File: src/rtl/fsm_dispatch.sv
// Instruction dispatch controller: fetches a word, classifies its opcode and
// starts one execution sub-FSM, then waits for its completion or traps.
module fsm_dispatch #(
  parameter int TIMEOUT = 64
) (
  input  logic        clk,
  input  logic        rst_n,
  input  logic        run,
  input  logic [31:0] ins_in,
  input  logic        mem_ready,
  input  logic        done_alu,
  input  logic        done_mem,
  input  logic        done_branch,
  input  logic        done_fpu,
  input  logic        trap_clr,
  output logic        fetch_req,
  output logic [31:0] ins,
  output logic [31:0] code,
  output logic        start_alu,
  output logic        start_mem,
  output logic        start_branch,
  output logic        start_fpu,
  output logic        busy,
  output logic        illegal,
  output logic        timeout,
  output logic [15:0] retired
);

  typedef enum logic [2:0] {S_IDLE, S_FETCH, S_DECODE, S_DISPATCH, S_WAIT, S_TRAP} state_e;
  typedef enum logic [1:0] {C_ALU, C_MEM, C_BR, C_FPU} cls_e;

  localparam logic [7:0] CNT_MAX = 8'(TIMEOUT - 1);

  state_e      state_q, state_d;
  cls_e        cls_q, cls_d, dec_cls;
  logic [31:0] ins_q, ins_d, code_q, code_d;
  logic [7:0]  cnt_q, cnt_d;
  logic [15:0] ret_d;
  logic [15:0] retired_q;
  logic        ill_q, ill_d, tmo_q, tmo_d;
  logic        dec_legal, done_sel;

  // Opcode classification works on ins[6:2] once ins[1:0] is known to be 2'b11.
  always_comb begin
    dec_legal = 1'b1;
    dec_cls   = C_ALU;
    if (ins_q[1:0] != 2'b11) begin
      dec_legal = 1'b0;
    end else begin
      case (ins_q[6:2])
        5'b01100, 5'b00100, 5'b01110, 5'b00110, 5'b01101, 5'b00101: dec_cls = C_ALU;
        5'b00000, 5'b01000, 5'b00001, 5'b01001:                     dec_cls = C_MEM;
        5'b11000, 5'b11011, 5'b11001:                               dec_cls = C_BR;
        5'b10100, 5'b10000, 5'b10001, 5'b10010, 5'b10011:           dec_cls = C_FPU;
        default:                                                    dec_legal = 1'b0;
      endcase
    end
  end

  always_comb begin
    case (cls_q)
      C_ALU:   done_sel = done_alu;
      C_MEM:   done_sel = done_mem;
      C_BR:    done_sel = done_branch;
      default: done_sel = done_fpu;
    endcase
  end

  always_comb begin
    state_d = state_q;
    cls_d   = cls_q;
    ins_d   = ins_q;
    code_d  = code_q;
    cnt_d   = cnt_q;
    ret_d   = retired_q;
    ill_d   = ill_q;
    tmo_d   = tmo_q;
    case (state_q)
      S_IDLE: if (run) state_d = S_FETCH;
      S_FETCH: begin
        if (mem_ready) begin
          ins_d   = ins_in;
          code_d  = 32'd1 << ins_in[6:2];
          state_d = S_DECODE;
        end
      end
      S_DECODE: begin
        if (dec_legal) begin
          cls_d   = dec_cls;
          state_d = S_DISPATCH;
        end else begin
          ill_d   = 1'b1;
          state_d = S_TRAP;
        end
      end
      S_DISPATCH: begin
        cnt_d   = 8'd0;
        state_d = S_WAIT;
      end
      S_WAIT: begin
        // An accepted done on the last counted cycle still retires.
        if (done_sel) begin
          ret_d   = retired_q + 16'd1;
          state_d = run ? S_FETCH : S_IDLE;
        end else if (cnt_q == CNT_MAX) begin
          tmo_d   = 1'b1;
          state_d = S_TRAP;
        end else begin
          cnt_d = cnt_q + 8'd1;
        end
      end
      S_TRAP: begin
        if (trap_clr) begin
          ill_d   = 1'b0;
          tmo_d   = 1'b0;
          state_d = S_IDLE;
        end
      end
      default: state_d = S_IDLE;
    endcase
  end

  always_ff @(posedge clk or negedge rst_n) begin
    if (!rst_n) begin
      state_q   <= S_IDLE;
      cls_q     <= C_ALU;
      ins_q     <= 32'd0;
      code_q    <= 32'd0;
      cnt_q     <= 8'd0;
      retired_q <= 16'd0;
      ill_q     <= 1'b0;
      tmo_q     <= 1'b0;
    end else begin
      state_q   <= state_d;
      cls_q     <= cls_d;
      ins_q     <= ins_d;
      code_q    <= code_d;
      cnt_q     <= cnt_d;
      retired_q <= ret_d;
      ill_q     <= ill_d;
      tmo_q     <= tmo_d;
    end
  end

  // Handshake outputs come straight from registered state so they never glitch.
  assign fetch_req    = (state_q == S_FETCH);
  assign busy         = (state_q != S_IDLE) && (state_q != S_TRAP);
  assign start_alu    = (state_q == S_DISPATCH) && (cls_q == C_ALU);
  assign start_mem    = (state_q == S_DISPATCH) && (cls_q == C_MEM);
  assign start_branch = (state_q == S_DISPATCH) && (cls_q == C_BR);
  assign start_fpu    = (state_q == S_DISPATCH) && (cls_q == C_FPU);
  assign ins          = ins_q;
  assign code         = code_q;
  assign retired      = retired_q;
  assign illegal      = ill_q;
  assign timeout      = tmo_q;

endmodule

File: config.mk
export PLATFORM = sky130hd
export DESIGN_NAME = fsm_dispatch
export DESIGN_NICKNAME = d
export VERILOG_FILES = /design/src/rtl/fsm_dispatch.sv
export SDC_FILE = /design/constraint.sdc
export NUM_CORES = 1
export LEC_CHECK = 0
export ABC_AREA = 1
export ABC_CLOCK_PERIOD_IN_PS = 2300
export BUFFER_PORTS_ARGS = -buffer_cell sky130_fd_sc_hd__buf_2
export CORE_MARGIN = 4
export CORE_UTILIZATION = 35
export DETAILED_ROUTE_END_ITERATION = 10
export PLACE_DENSITY = 0.68
export SLEW_MARGIN = 20
export SYNTH_ARGS = -nofsm -noshare
export SYNTH_HDL_FRONTEND = slang
export SYNTH_SLANG_ARGS = --single-unit
File: constraint.sdc
create_clock -name clk -period 2.3 [get_ports clk]
set_input_delay 0.115 -clock clk [delete_from_list [all_inputs] [get_ports clk]]
set_output_delay 0.115 -clock clk [all_outputs]
set_load 0.02 [all_outputs]
==> impl_results.md, run 1 <==
- Status: complete, no violations
- Hold wc startpoint: ins_in[15]
- Via Count: 4101
- Final min period: 2.04 ns
- Most frequent cells in the layout: nand2_1 (212), buf_2 (127), dfrtp_1 (95)
- Yosys top cell by area: dfrtp_1
- H-Tree Level Count: 3
- Via density: 4.78
- Busiest layer in global routing: met2
- Layout Nets: 728
- Synth cell types: 26
- Area of the multi-input gates: 1740 µm²
- Clk root buf: clkbuf_16
- Logic pwr share: 37.5%
- Grt met1 use: 21.1%
- Largest net degree at the start of global routing: 62
- Min-Delay Path Depth: 3
- Total power: 6.65 mW
- P_leak: 3.09 nW
- Dpl cells: 815
- DIE AREA: 14400 µm²
- FP Rows: 40
- Synth warnings: 0
- Flop pwr share: 38.3%
- Final hold viol count: 0
- Clock Latency Late Sink: 0.35 ns
- Synth area leaders: dfrtp_1 (54%), nand2_1 (18%), o21ai_0 (5.5%)
- Area share of the largest cell type after synthesis: 54.3%
- Synthesized Nets: 578
- Setup TNS: 0 ns
- Setup CP Type: reg -> reg
- Synth Instances: 535
- Pwr/cell area: 1150 nW/µm²
- Worst setup EP type: flip-flop
- Worst rel slew slack: 49.1%
- Initial core utilization: 36.2%
- Detailed Route WL: 11.8 mm
- DP HPWL: 8.14 mm
- Worst clock skew: 0.00647 ns
- I/O pin cnt: 129
- Die outline height: 120 µm
- Clock-pin slew on the worst setup and hold paths: 0.06 ns
- CTS max path bufs: 2
- Sw frac: 41.4%
- Post-synth top flop: dfrtp_1
- Critical path data arrival time: 2.27 ns
- Vias in the first global route: 4027
- Iter 0 DRT Violations: 330
- First-pass GRT wire length: 19.6 mm
- Setup slack, reg-to-reg: 0.26 ns
- Max-Cap Viols: 0
- WL/cell: 13.7 µm
- Number of flops mapped to enable cells by yosys: 0
- Worst R2R Start: state_q[0]
- Core area: 12100 µm²
- Global routing usage on met2: 26.8%
- Utilization after layout: 47.6%
- Final cell count without fillers: 858
- CTS tree: built
- Die width: 120 µm
- Commonest non-fill, non-tap cell in the layout: nand2_1
- Clk network pwr share: 24.2%
- Mean Syn Cell Area: 8.19 µm²
- GR Layer Usage met3: 6.41%
- Worst slew pin tran: 0.763 ns
- Psw: 2.75 mW
- Placer Congestion: 0.974
- Unrepaired setup endpoints after global routing: false
- Initial antenna violation count: 0
- Peak supply drop: 0.662 mV
- Post-synthesis sequential area ratio: 54.3%
- Num CTS Buffers: 9
- Post-route ant nets: 0
- Area added between synthesis and finish: 31.6%
- Max incr delay on CP: 0.45 ns
- Req. time, crit path: 2.53 ns
- FMAX: 491 MHz
- P_int: 3.90 mW
- Hold buffer count at cts: 27
- Ys async rst share: 100%
- Yosys reg bits: 95
- Layout cells sized above 1: 23.9%
- Mapped cell area: 4380 µm²
- Fillers: 1190
- Crit path launch type: flip-flop
- Final setup viols: 0
- Worst path cell trace: nor2_1, nand2_1, inv_1, nand3_2, inv_1, nand2_1, xnor2_1
- R2R Path End: retired[6]
- Hold Path Class: in -> reg
- Port bufs: 128
- Final period util: 88.6%
- Crit Path Max Fanout: 20
- Remaining Overflow, GRT: 0
- Hold slack: 0.0125 ns
- Setup bufs post-CTS: 0
- Ant. Diodes: 0
- # clock sinks: 95
- R2R depth: 7
- Drc violations: 0
- Max-slew violation total from the final report: 0
- Total GRT Usage: 17.0%
- Hold endpoint: ins[15]
- Critical path's slowest cell: inv_1
- DRT Pass-1 Iters: 5
- Post-CTS Resized: 0
- Sequential cell area: 2380 µm²
[worst max-delay path: cells and delay by family (launching register included)]
kind,cells,cell delay (ns)
xor gates and xnor gates,1,0.15
DFF,1,0.41
buffers and inverters,2,0.67
and+or+nand+nor,4,0.69
[sequential cells by signal, indices dropped and copies added, names as in the netlist]
| register | cells |
|---|---|
| cnt_q | 8 |
| code | 32 |
| ins | 32 |
| cls_q | 2 |
| retired | 16 |
| timeout | 1 |
| illegal | 1 |
| state_q | 3 |
[power by group through the flow]
stage          Combinational, mW  Sequential [mW]  Clock, mW
2_1_floorplan               1.08             3.06          0
4_1_cts                     2.51             2.54       1.65
3_5_place_dp                2.47             2.56          0
5_1_grt                     2.79             2.62       1.72
6_report                    2.49             2.55       1.61
3_3_place_gp                2.42             2.54          0
[cells in the mapped netlist, types with 3 or more instances]
| library cell | n |
|---|---|
| nor3_1 | 14 |
| nor2_1 | 22 |
| o21ai_2 | 10 |
| or2_2 | 3 |
| a21oi_1 | 5 |
| nand2_1 | 212 |
| o21ai_0 | 48 |
| nand3_1 | 26 |
| inv_1 | 43 |
| dfrtp_1 | 95 |
| nand4_1 | 15 |
| xor2_1 | 11 |
| clkbuf_1 | 12 |
[cell type report]
class | count | share of cell area [%]
well taps | 168 | 3.65
flip-flops and latches | 95 | 41.2
clock inverters | 7 | 1.65
inverters | 46 | 2.99
multi-input cells | 375 | 30.1
repair buffers | 158 | 16.4
clock buffers | 9 | 3.91
[worst max path at each step]
stage                     from    endpoint  slack (ns)
floorplan           state_q[1]    code[15]        0.68
global placement    state_q[0]  retired[8]        0.41
detailed placement  state_q[0]  retired[8]        0.32
CTS                 state_q[0]  retired[8]        0.30
global route        state_q[0]  retired[2]        0.02
finish              state_q[0]  retired[6]        0.26
[metal layers]
layer	vias to the layer above	wire (µm)
met5	-	0
met4	0	250
met3	20	1050
met2	147	5490
met1	1935	4980
li1	1999	-
[per-stage QoR]
| step | setup slack, ns | area, µm² |
|---|---|---|
| after floorplan | 0.677 | 4380 |
| final | 0.262 | 5770 |
| after CTS | 0.296 | 5770 |
| after global placement | 0.408 | 5180 |
| after detailed placement | 0.319 | 5180 |
| after global routing | 0.0208 | 5770 |
[logic make-up (layout without fill, tap and decap cells)]
logic type / after synthesis / in the layout / synth area share [%]
flops: 95 / 95 / 54.3
simple gates: 296 / 296 / 28.3
compound gates: 64 / 64 / 8.23
fa+ha+maj: 2 / 2 / 0.571
buf+inv: 65 / 220 / 6.06
xor+xnor: 13 / 13 / 2.60
Power figures use the tool's default switching activity.
==> inputs of run 2 (changes only) <==
--- a/config.mk
+++ b/config.mk
@@ -11,6 +11,7 @@
 export CORE_MARGIN = 4
 export CORE_UTILIZATION = 35
 export DETAILED_ROUTE_END_ITERATION = 10
+export MAX_ROUTING_LAYER = met4
 export PLACE_DENSITY = 0.68
 export SLEW_MARGIN = 20
 export SYNTH_ARGS = -nofsm -noshare
==> run 2 against run 1 <==
  * Sequential cell count did not move
  * Critical endpoint is now code[5]
  * Highest routed layer unchanged
  * Setup slack improved by 0.15 ns
  * Clock skew rose by 0.0039 ns
==> impl_results.md, run 2 (synthesis results as in run 1) <==
- Status: complete, no violations
- Commonest non-fill, non-tap cell in the layout: nand2_1
- Initial core utilization: 36.2% (unchanged)
- Area added between synthesis and finish: 31.6% (about the same)
- CTS tree: built
- DP HPWL: 8.44 mm (+3.7%)
- FP Rows: 40 (unchanged)
- Final period util: 82.2% (-6.4 points)
- Hold wc startpoint: trap_clr
- Via density: 4.83 (+1.0%)
- Setup CP Type: reg -> reg
- H-Tree Level Count: 3 (unchanged)
- Clock Latency Late Sink: 0.35 ns (about the same)
- I/O pin cnt: 129 (unchanged)
- Critical path's most frequent cell: inv_2
- Die width: 120 µm (unchanged)
- Fillers: 1209 (+1.6%)
- Vias in the first global route: 4201 (+4.3%)
- Dpl cells: 815 (unchanged)
- Iter 0 DRT Violations: 249 (-25%)
- Worst R2R Start: state_q[1]
- Clk network pwr share: 23.4% (-0.8 points)
- Crit Path Max Fanout: 17 (-15%)
- Drc violations: 0 (unchanged)
- FMAX: 529 MHz (+7.8%)
- CTS max path bufs: 2 (unchanged)
- Psw: 2.80 mW (+1.8%)
- DRT Pass-1 Iters: 5 (unchanged)
- Clock-pin slew on the worst setup and hold paths: 0.07 ns (about the same)
- Max-Cap Viols: 0 (unchanged)
- Via Count: 4147 (+1.1%)
- Min-Delay Path Depth: 4 (+1)
- Worst slew pin tran: 0.777 ns (+0.0136 ns)
- Num CTS Buffers: 9 (unchanged)
- Initial antenna violation count: 0 (unchanged)
- Crit path launch type: flip-flop
- Total power: 6.61 mW (-0.65%)
- Setup bufs post-CTS: 0 (unchanged)
- Area of the multi-input gates: 1740 µm² (unchanged)
- Pwr/cell area: 1150 nW/µm² (-0.59%)
- Req. time, crit path: 2.56 ns (+0.03 ns)
- Clk root buf: clkbuf_16
- Final cell count without fillers: 859 (+0.12%)
- Final setup margin: 0.410 ns (+0.148 ns)
- Die outline height: 120 µm (unchanged)
- Core area: 12100 µm² (unchanged)
- Post-route ant nets: 0 (unchanged)
- Worst rel slew slack: 48.2% (-0.90 points)
- Final hold viol count: 0 (unchanged)
- Max-slew violation total from the final report: 0 (unchanged)
- Largest net degree at the start of global routing: 62 (unchanged)
- Cell family with most CP delay: simple AND/OR/NAND/NOR gates
- Bufs and invs on worst path: 3 (+1)
- Final min period: 1.89 ns (-0.148 ns)
- Unrepaired setup endpoints after global routing: false
- Hold Path Class: in -> reg
- Worst setup EP type: flip-flop
- P_int: 3.80 mW (-2.4%)
- Pre-CTS WS: 0.316 ns (-0.00313 ns)
- Sequential cell area: 2380 µm² (unchanged)
- Remaining Overflow, GRT: 0 (unchanged)
- Final setup viols: 0 (unchanged)
- # clock sinks: 95 (unchanged)
- Setup TNS: 0 ns (unchanged)
- First-pass GRT wire length: 20.3 mm (+3.6%)
- R2R Path End: code[5]
- Hold slack: 0.0671 ns (+0.0546 ns)
- Layout Nets: 729 (+0.14%)
- Fin area: 5760 µm² (about the same)
- Sw frac: 42.5% (+1.0 points)
- R2R depth: 8 (+1)
- Utilization after layout: 47.6% (about the same)
- WL/cell: 14.2 µm (+3.8%)
- Worst path cell trace: inv_1, nand2_1, nor2_4, inv_2, nor2_8, inv_2, or2_1, o21ai_0
- Hold endpoint: illegal
- Peak supply drop: 0.699 mV (+5.5%)
- P_leak: 3.08 nW (-0.43%)
- Detailed Route WL: 12.2 mm (+3.9%)
- Layout cells sized above 1: 23.9% (-0.035 points)
- Placed cell area: 5180 µm² (unchanged)
- Max incr delay on CP: 0.49 ns (+0.04 ns)
- Total GRT Usage: 18.0% (+1.0 points)
- DIE AREA: 14400 µm² (unchanged)
- Worst clock skew: 0.0104 ns (+0.00390 ns)
- Placer Congestion: 0.953 (-2.1%)
- Critical path data arrival time: 2.15 ns (-0.12 ns)
- Logic pwr share: 38.0% (+0.5 points)
- Port bufs: 128 (unchanged)
- Setup slack, reg-to-reg: 0.41 ns (+0.15 ns)
- Most frequent cells in the layout: nand2_1 (212), buf_2 (127), dfrtp_1 (95)
- Critical path's slowest cell: or2_1
- Flop pwr share: 38.6% (+0.3 points)
- Ant. Diodes: 0 (unchanged)
-- run 2: final cells by class --
type / instances / area share, %
multi-input cells: 375 / 30.2
flip-flops and latches: 95 / 41.3
clock inverters: 6 / 1.28
clock buffers: 10 / 3.97
repair buffers: 159 / 16.6
inverters: 46 / 3.06
well taps: 168 / 3.65
-- run 2: worst register-to-register path, stage by stage, from the launching register on --
cell and delay, ns:
dfrtp_1 0.40, inv_1 0.08, nand2_1 0.10, nor2_4 0.12
inv_2 0.07, nor2_8 0.20, inv_2 0.06, or2_1 0.49
o21ai_0 0.28
-- run 2: repair_timing --
action | in CTS | in global routing
endpoints found under the hold margin | 62 | 0
hold buffers | 28 | 0
endpoints found under the setup margin | 0 | 2
resized for setup | 0 | 1
-- run 2: layer usage --
metal	GRT usage (%)	wire [µm]	up-vias
li1	-	-	2000
met1	23.0	5430	1958
met3	3.91	801	22
met5	-	0	-
met4	7.66	251	0
met2	27.8	5740	167
-- run 2: worst max path at each step --
stage,start,endpoint,slack [ns],cells past startpoint
global placement,state_q[0],retired[8],0.41,7
CTS,state_q[0],retired[6],0.29,7
floorplan,state_q[1],code[15],0.68,10
finish,state_q[1],code[5],0.41,8
global route,state_q[0],cnt_q[6],0.16,6
detailed placement,state_q[0],retired[8],0.32,7
-- run 2: power by group through the flow --
stage                     Clock [mW]  Combinational, mW  Sequential [mW]
final                           1.55               2.51             2.55
after global routing            1.65               2.80             2.62
after CTS                       1.59               2.53             2.55
after detailed placement           0               2.49             2.57
after global placement             0               2.42             2.54
after floorplan                    0               1.08             3.06
==> inputs of run 3 (changes only) <==
--- a/config.mk
+++ b/config.mk
@@ -5,8 +5,8 @@
 export SDC_FILE = /design/constraint.sdc
 export NUM_CORES = 1
 export LEC_CHECK = 0
-export ABC_AREA = 1
-export ABC_CLOCK_PERIOD_IN_PS = 2300
+export ABC_AREA = 0
+export ABC_CLOCK_PERIOD_IN_PS = 1750
 export BUFFER_PORTS_ARGS = -buffer_cell sky130_fd_sc_hd__buf_2
 export CORE_MARGIN = 4
 export CORE_UTILIZATION = 35
==> constraint.sdc (replaced) <==
create_clock -name clk -period 1.75 [get_ports clk]
set_input_delay 0.0875 -clock clk [delete_from_list [all_inputs] [get_ports clk]]
set_output_delay 0.0875 -clock clk [all_outputs]
set_load 0.02 [all_outputs]
==> run 3 against run 2 <==
  * Critical path depth is 4 lower
  * Worst hold slack worse by 0.017 ns
  * Global-route usage is 0.62 points lower
  * Setup slack worse by 0.38 ns
  * Combinational power is 20% higher
  * Final cell count is 14% lower
  * Synthesized cell count is 21% lower
  * Register-to-register slack worse by 0.38 ns
  * Sequential share of layout area is 1.2 points higher
  * Non-clock buffer count is 15 higher
  * Sequential cell count stayed put
  * Largest power group unchanged
==> impl_results.md, run 3 <==
- First-pass GRT wire length: 18.1 mm (-11%)
- Placer Congestion: 0.789 (-17%)
- Mean Syn Cell Area: 9.78 µm² (+19%)
- Area share of the largest cell type after synthesis: 57.9% (+3.6 points)
- Placed cell area: 4980 µm² (-3.9%)
- Dpl cells: 691 (-15%)
- Crit Path Max Fanout: 5 (-12)
- Die outline height: 116 µm (-3.0%)
- Clock-pin slew on the worst setup and hold paths: 0.07 ns (about the same)
- Post-route ant nets: 0 (unchanged)
- Critical path's slowest cell: mux4_2
- Ant. Diodes: 0 (unchanged)
- Peak supply drop: 0.664 mV (-5.0%)
- Layout Nets: 635 (-13%)
- Core area: 11500 µm² (-5.3%)
- Yosys top cell by area: dfrtp_1
- Sw frac: 39.8% (-2.7 points)
- Synth Instances: 420 (-21%)
- DP HPWL: 7.42 mm (-12%)
- Synth cell types: 48 (+85%)
- Area added between synthesis and finish: 36.4%
- Hold wc startpoint: ins_in[3]
- Logic pwr share: 37.2% (-0.8 points)
- Worst setup EP type: flip-flop
- I/O pin cnt: 129 (unchanged)
- Worst path cell trace: mux4_2, nor2_1, nand3b_1, mux2i_1
- Area of the multi-input gates: 1660 µm² (-4.6%)
- Psw: 3.23 mW (+15%)
- Final setup viols: 0 (unchanged)
- Hold endpoint: ins[3]
- Clk network pwr share: 22.0% (-1.4 points)
- Ys async rst share: 100% (unchanged)
- Drc violations: 0 (unchanged)
- Synth warnings: 0 (unchanged)
- Initial core utilization: 35.8% (-0.36 points)
- Post-synth top flop: dfrtp_1
- Worst slew pin tran: 0.551 ns (-0.226 ns)
- Mapped cell area: 4110 µm² (-6.3%)
- Max-slew violation total from the final report: 0 (unchanged)
- Utilization after layout: 48.8% (+1.3 points)
- R2R depth: 4 (-4)
- Count leader, synth: nand2_1
- Worst R2R Start: cls_q[0]
- Port bufs: 128 (unchanged)
- Synth area leaders: dfrtp_1 (58%), nand2_1 (13%), o21ai_0 (5.1%)
- P_leak: 2.87 nW (-6.7%)
- H-Tree Level Count: 3 (unchanged)
- Via Count: 3651 (-12%)
- Setup CP Type: reg -> reg
- WL/cell: 14.9 µm (+4.6%)
- Pwr/cell area: 1450 nW/µm² (+27%)
- DIE AREA: 13500 µm² (-5.9%)
- Unrepaired setup endpoints after global routing: true
- Num CTS Buffers: 9 (unchanged)
- Final hold viol count: 0 (unchanged)
- Hold Path Class: in -> reg
- Min-Delay Path Depth: 3 (-1)
- CTS tree: built
- Layout cells sized above 1: 30.2% (+6.3 points)
- Final min period: 1.72 ns (-0.167 ns)
- Remaining Overflow, GRT: 0 (unchanged)
- Clock Latency Late Sink: 0.34 ns (about the same)
- Req. time, crit path: 1.97 ns (-0.59 ns)
- Fin area: 5600 µm² (-2.8%)
- Crit path launch type: flip-flop
- P_int: 4.89 mW (+29%)
- Critical path data arrival time: 1.94 ns (-0.21 ns)
- Most common library cells after synthesis: nand2_1 (138), dfrtp_1 (95), o21ai_0 (42), nor2_1 (12), nor3_1 (12)
- Flop pwr share: 40.7% (+2.1 points)
- DRT Pass-1 Iters: 4 (-1)
- Fillers: 1066 (-12%)
- Bufs and invs on worst path: 0 (-3)
- Total GRT Usage: 17.4% (-0.62 points)
- Largest net degree at the start of global routing: 96 (+55%)
- Worst rel slew slack: 63.3% (+15 points)
- Via density: 4.93 (+2.2%)
- Status: complete, no violations
- Final period util: 98.5% (+16 points)
- Synthesized Nets: 463 (-20%)
- Max-Cap Viols: 0 (unchanged)
- FP Rows: 39 (-2.5%)
- Sequential cell area: 2380 µm² (+0.11%)
- Commonest non-fill, non-tap cell in the layout: nand2_1
- # clock sinks: 95 (unchanged)
- Setup slack, reg-to-reg: 0.03 ns (-0.38 ns)
- Initial antenna violation count: 0 (unchanged)
- Iter 0 DRT Violations: 213 (-14%)
- Number of flops mapped to enable cells by yosys: 0 (unchanged)
- Detailed Route WL: 11.0 mm (-9.9%)
- Yosys reg bits: 95 (unchanged)
- Cell family with most CP delay: multiplexers
- Setup TNS: 0 ns (unchanged)
- R2R Path End: cnt_q[2]
- Post-synthesis sequential area ratio: 57.9% (+3.6 points)
- FMAX: 580 MHz (+9.7%)
- CTS max path bufs: 2 (unchanged)
- Clk root buf: clkbuf_16
- Most frequent cells in the layout: nand2_1 (138), buf_2 (127), dfrtp_1 (93)
- Total power: 8.13 mW (+23%)
- Vias in the first global route: 3702 (-12%)
- Final cell count without fillers: 740 (-14%)
- Max incr delay on CP: 0.58 ns (+0.09 ns)
- Die width: 116 µm (-3.0%)
- Worst clock skew: 0.00682 ns (-0.00355 ns)
run 3: cell type report:
| class | count | area share [%] |
|---|---|---|
| flip-flops and latches | 95 | 42.5 |
| multi-input cells | 303 | 29.6 |
| repair buffers | 174 | 19.3 |
| clock buffers | 11 | 4.15 |
| well taps | 143 | 3.19 |
| clock inverters | 5 | 0.625 |
| inverters | 9 | 0.603 |
run 3: how the worst max path moves through the flow:
stage	from	endpoint	slack, ns	depth (start not counted)
after floorplan	state_q[2]	code[3]	0.03	5
after detailed placement	state_q[2]	retired[14]	-0.01	5
after global placement	state_q[2]	retired[14]	0.08	5
after CTS	cls_q[0]	cnt_q[5]	0.01	4
final	cls_q[0]	cnt_q[2]	0.03	4
after global routing	cls_q[0]	retired[14]	-0.04	5
run 3: timing repair:
item | CTS | global route
hold buffers | 30 | 0
setup endpoints to repair | 5 | 71
buffers inserted | 1 | 1
endpoints found under the hold margin | 124 | 0
resized for setup | 1 | 14
pin swaps | 1 | 4
cloned | 0 | 1
run 3: cell families after synthesis:
group | Yosys count | share of synthesized area, %
xor+xnor | 17 | 3.63
flops | 95 | 57.9
buf+inv | 23 | 2.71
fa+ha+maj | 2 | 0.609
compound gates | 61 | 8.04
simple gates | 216 | 25.3
mux | 6 | 1.80
run 3: through the flow:
step	hold slack [ns]	setup slack, ns
detailed placement	0.187	-0.0120
floorplan	-0.208	0.0254
finish	0.0502	0.0263
CTS	0.0360	0.0102
global placement	0.179	0.0771
global route	0.0491	-0.0401
run 3: routing by layer:
layer	global-route usage, %	wire length, µm	vias to the layer above
li1	-	-	1749
met1	22.0	4830	1764
met2	27.0	5220	119
met3	3.68	722	19
met4	7.42	249	0
met5	-	0	-
run 3: power groups by stage:
stage          Combinational [mW]  Clock (mW)  Sequential (mW)
6_report                     3.02        1.79             3.31
5_1_grt                      3.34        1.95             3.41
4_1_cts                      3.01        1.86             3.31
3_5_place_dp                 2.95           0             3.33
3_3_place_gp                 2.87           0             3.31
2_1_floorplan                1.30           0             3.85
run 3: worst min-delay path, stage by stage:
cell and delay (ns):
buf_2 0.12, nand2_1 0.05, o21ai_0 0.09
